File: src/rtl/i2s_tx_serializer.sv
// I2S transmitter: a one-deep valid/ready hold register feeds a 2*DATA_WD shifter. Pins update one clk_i after bclk_i falls; ready_o stays low while a pair waits.
// Optional macro I2S_TX_UNDERRUN_REPEAT_EN: on underrun, replay the last pair instead of sending silence.
module i2s_tx_serializer #(
  parameter int DATA_WD = 16
) (
  input  logic               clk_i,
  input  logic               rst_i,
  input  logic               bclk_i,
  input  logic [DATA_WD-1:0] l_data_i,
  input  logic [DATA_WD-1:0] r_data_i,
  input  logic               valid_i,
  output logic               ready_o,
  output logic               bclk_o,
  output logic               lrck_o,
  output logic               sdata_o,
  output logic               frame_o,
  output logic               underrun_o
);
  localparam int FW = 2 * DATA_WD;
  localparam int KW = $clog2(FW);

  typedef enum logic {ST_IDLE, ST_RUN} state_t;

  state_t        r_state;
  logic          r_bclk_d;
  logic          r_hold_full;
  logic          r_sdata;
  logic          r_lrck;
  logic          r_frame;
  logic          r_underrun;
  logic [FW-1:0] r_hold;
  logic [FW-1:0] r_shreg;
  logic [KW-1:0] r_k;

  logic          w_fall;
  logic          w_accept;
  logic          w_lrck_next;
  logic [KW-1:0] w_k_next;
  logic [KW-1:0] w_idx;
  logic [FW-1:0] w_fallback;

`ifdef I2S_TX_UNDERRUN_REPEAT_EN
  logic [FW-1:0] r_last;
  assign w_fallback = r_last;
`else
  assign w_fallback = '0;
`endif

  assign w_fall      = r_bclk_d & ~bclk_i;
  assign ready_o     = ~r_hold_full & ~rst_i;
  assign w_accept    = valid_i & ready_o;
  assign w_k_next    = (r_k == KW'(FW - 1)) ? '0 : r_k + KW'(1);
  // lrck switches one bit ahead of each slot's MSB
  assign w_lrck_next = (w_k_next >= KW'(DATA_WD));
  assign w_idx       = KW'(FW - 1) - r_k;

  assign bclk_o     = r_bclk_d;
  assign lrck_o     = r_lrck;
  assign sdata_o    = r_sdata;
  assign frame_o    = r_frame;
  assign underrun_o = r_underrun;

  always_ff @(posedge clk_i) begin
    if (rst_i) begin
      r_state     <= ST_IDLE;
      r_bclk_d    <= 1'b0;
      r_hold_full <= 1'b0;
      r_hold      <= '0;
      r_shreg     <= '0;
      r_k         <= '0;
      r_sdata     <= 1'b0;
      r_lrck      <= 1'b0;
      r_frame     <= 1'b0;
      r_underrun  <= 1'b0;
`ifdef I2S_TX_UNDERRUN_REPEAT_EN
      r_last      <= '0;
`endif
    end else begin
      r_bclk_d   <= bclk_i;
      r_frame    <= 1'b0;
      r_underrun <= 1'b0;
      // accept and load never overlap on hold_full: accept needs it clear, load needs it set
      if (w_accept) begin
        r_hold      <= {l_data_i, r_data_i};
        r_hold_full <= 1'b1;
      end
      if (w_fall && (r_state == ST_RUN || r_hold_full)) begin
        r_state <= ST_RUN;
        r_lrck  <= w_lrck_next;
        r_k     <= w_k_next;
        if (r_k == '0) begin
          r_frame <= 1'b1;
          if (r_hold_full) begin
            r_shreg     <= r_hold;
            r_sdata     <= r_hold[FW-1];
            r_hold_full <= 1'b0;
`ifdef I2S_TX_UNDERRUN_REPEAT_EN
            r_last      <= r_hold;
`endif
          end else begin
            r_shreg    <= w_fallback;
            r_sdata    <= w_fallback[FW-1];
            r_underrun <= 1'b1;
          end
        end else begin
          r_sdata <= r_shreg[w_idx];
        end
      end
    end
  end

endmodule

File: config.mk
export PLATFORM = sky130hd
export DESIGN_NAME = i2s_tx_serializer
export DESIGN_NICKNAME = d
export VERILOG_FILES = /design/src/rtl/i2s_tx_serializer.sv
export SDC_FILE = /design/constraint.sdc
export NUM_CORES = 1
export LEC_CHECK = 0
export BUFFER_PORTS_ARGS = -buffer_cell sky130_fd_sc_hd__buf_2
export CAP_MARGIN = 20
export CORE_ASPECT_RATIO = 0.75
export CORE_MARGIN = 10
export CORE_UTILIZATION = 57
export CTS_CLUSTER_DIAMETER = 30
export CTS_CLUSTER_SIZE = 12
export DETAILED_ROUTE_END_ITERATION = 7
export PLACE_DENSITY_LB_ADDON = 0.08
export SETUP_SLACK_MARGIN = 0.15
export SYNTH_ARGS = -nofsm -noshare
export SYNTH_HDL_FRONTEND = slang
export SYNTH_SLANG_ARGS = --single-unit
File: constraint.sdc
create_clock -name clk_i -period 2.31 [get_ports clk_i]
set_clock_uncertainty 0.2 [all_clocks]
set_input_delay 0.462 -clock clk_i [delete_from_list [all_inputs] [get_ports clk_i]]
set_output_delay 0.462 -clock clk_i [all_outputs]
set_load 0.1 [all_outputs]
==> impl_metrics.yaml <==
floorplanning:
  num_rows: 23
  dieArea_sq_mm: 0.00887
  coreArea_sq_mm: 0.00532
  start_util: 0.587
  io_pins: 42
  die_h_um: 84.1
  die_x_um: 105
sta:
  fmax_ghz: 0.485
  drv_slew: 0
  worst_pin_slew_ns: 0.497
  finalSetupViolCount: 0
  finalHoldViolCount: 0
  final.setup.tns_ns: 0
  max-slew-margin-rel: 0.671
  rsz0062_at_grt: "no"
  layout_min_cycle_time_ns: 2.06
  finalCritPeriodShare: 0.892
min_path:
  min_path_cells: 3
  hold_end: "r_hold[29]$_SDFFE_PP0P_"
  min_path_type: "input port to flip-flop"
  min_from: "l_data_i[13]"
critical_path:
  r2r-start: "r_k[1]$_SDFFE_PP0P_"
  endpoint_kind: "flip-flop"
  reg2reg_depth: 6
  criticalPathCategory: "flip-flop to flip-flop"
  worst_ep_required_time_ns: 2.40
  r2r-end: "r_k[3]$_SDFFE_PP0P_"
  crit_fanout: 14
  regToRegSetupSlack_ns: 0.25
  crit_arrival_ns: 2.15
  startpoint_type: "flip-flop"
cts:
  cts_sinks: 75
  clk_latency_ns: 0.35
  max-clock-path-buffers: 2
  cts_tree: "done"
  path_clk_slew_ns: 0.08
  cts_root_buf: "clkbuf_8"
  numCtsBuffers: 9
  htree_num_levels: 3
synthesis:
  synth_top_family_by_area: "simple AND/OR/NAND/NOR gates"
  synth.top_cell.area_share: 0.481
  synth_top_cells_by_count: "96 x nand2_1, 75 x dfxtp_1, 36 x a21oi_1"
  synth_xor_area_frac: 0
  yosys.area.top_type: "dfxtp_1"
  ys_seq_area_frac: 0.481
  avgSynthCellArea_sq_um: 8.70
  synthMostInstantiatedCell: "nand2_1"
  synth_ff_type: "dfxtp_1"
  synth-simple-area-share: 0.224
  synth_compound_area_frac: 0.134
  netlist_area_sq_mm: 0.00312
  synthTopCellsByArea: "dfxtp_1 48%, nand2_1 12%, a21oi_1 5.8%"
  async_flop_share: 0
  synth-seq-cells: 75
  synth-edff-count: 0
  synth_nets: 398
  synthAdderAreaFrac: 0.0120
  syn_inst: 359
  synthDistinctLibCells: 40
  synthMuxAreaShare: 0.0777
  yosysWarnings: 0
drt:
  drt-vias-per-instance: 5.32
  routed_wl_um: 6930
  drt_iter0_markers: 166
  post-route-drc-count: 0
  antenna_left: 0
  vias: 2522
  drt_pass1_iterations: 4
  routedWlPerCell_um: 14.6
placed_design:
  post_dp_cell_area_sq_mm: 0.00336
  gp_congestion: 0.859
  io_buffer_count: 41
  dp_hpwl_um: 4640
cells_and_area:
  nNetsFinal: 433
  antenna_cells: 0
  fin_area_sq_mm: 0.00362
  area_delta_synth_final_pct: 16.0
  drive_gt1_frac: 0.218
global_route:
  grt_max_degree: 48
  grt_pass1_wl_um: 12200
  first_global_vias: 2596
  antenna_found_initial: 0
  grtUsageTotal: 0.167
  overflow: 0
pwr:
  p_leak_nw: 1.40
  worst_ir_drop_vdd_v: 0.000521
  power.density_mw_per_mm2: 761
run:
  maxCapViolCount: 0
outcome:
  outcome: "finished clean"
cells by family after synthesis:
kind of cell,count (synthesis)
flops,75
mux,14
buf+inv,36
simple gates,153
fa+ha+maj,3
compound gates,78
how the worst max path moves through the flow:
stage,startpoint,endpoint,depth (start not counted)
global route,r_k[0]$_SDFFE_PP0P_,r_shreg[12]$_SDFFE_PP0P_,7
global placement,r_k[0]$_SDFFE_PP0P_,r_shreg[3]$_SDFFE_PP0P_,7
CTS,r_k[0]$_SDFFE_PP0P_,r_shreg[11]$_SDFFE_PP0P_,7
finish,r_k[1]$_SDFFE_PP0P_,r_k[3]$_SDFFE_PP0P_,6
detailed placement,r_k[0]$_SDFFE_PP0P_,r_shreg[11]$_SDFFE_PP0P_,7
floorplan,rst_i,r_hold[23]$_SDFFE_PP0P_,6
report_power, final:
group / internal, mW / switching, mW / total [mW] / leakage [nW]
Sequential: 1.34 / 0.0322 / 1.38 / 0.611
Combinational: 0.0779 / 0.140 / 0.218 / 0.681
Clock: 0.671 / 0.495 / 1.17 / 0.112
Total: 2.09 / 0.668 / 2.76 / 1.40
metal layers:
layer / routed length (um) / part of all wire / up-vias / track usage
met5: 0 / 0 / - / 0
met4: 111 / 0.016 / 0 / 0.0572
met3: 364 / 0.053 / 10 / 0.0556
met2: 3010 / 0.43 / 60 / 0.259
met1: 3440 / 0.50 / 1150 / 0.213
li1: - / - / 1302 / -
flip-flops by register name, indices dropped and copies added (netlist names):
| register | flops |
|---|---|
| sdata_o | 1 |
| r_k | 4 |
| r_shreg | 32 |
| r_hold | 32 |
| r_hold_full | 1 |
| lrck_o | 1 |
| bclk_o | 1 |
| underrun_o | 1 |
| r_state | 1 |
| frame_o | 1 |
cell usage in the layout (no fill, tap or decap), types with 2 or more instances in the layout:
| cell | count |
|---|---|
| a21oi_1 | 36 |
| clkbuf_8 | 11 |
| nor2_1 | 5 |
| mux2_2 | 4 |
| dfxtp_2 | 2 |
| mux4_1 | 6 |
| ha_1 | 3 |
| nand2_1 | 96 |
| bufinv_16 | 2 |
| buf_2 | 40 |
| buf_12 | 3 |
| buf_4 | 13 |
| a32o_1 | 2 |
| mux2i_1 | 4 |
| o21ai_0 | 34 |
| nand3_1 | 35 |
| clkinvlp_4 | 2 |
| inv_1 | 3 |
| dfxtp_1 | 73 |
stage by stage:
stage | hold WS (ns) | util | setup slack [ns] | total power [mW] | std cells
floorplan | 0.227 | - | 0.173 | 1.55 | 359
global placement | 0.234 | 0.630 | 0.224 | 1.61 | 455
detailed placement | 0.243 | 0.630 | 0.136 | 1.62 | 455
CTS | 0.0848 | 0.677 | 0.165 | 2.78 | 473
global route | 0.0958 | 0.681 | 0.140 | 2.87 | 474
finish | 0.0971 | 0.681 | 0.250 | 2.76 | 474
final cells by class:
cell class	instances	area [sq um]
flip-flops and latches	75	1500
multi-input cells	248	1420
well taps	75	93.8
fillers	459	1700
clock inverters	5	83.8
repair buffers	56	358
inverters	4	15.0
clock buffers	11	151
worst max-delay path, cell delays in order, from the launching register on:
cell	delay (ns)
dfxtp_1	0.31
buf_4	0.20
ha_1	0.22
and3_1	0.18
ha_1	0.23
or4_1	0.51
a21oi_1	0.15
timing repair:
action                     CTS  global route
cloned                       0             0
setup endpoints to repair    4            29
buffers inserted             2             1
hold endpoints to repair     0             0
hold buffers                 0             0
resized for setup            0             2
Note: power is estimated with default switching activity, not from simulation.
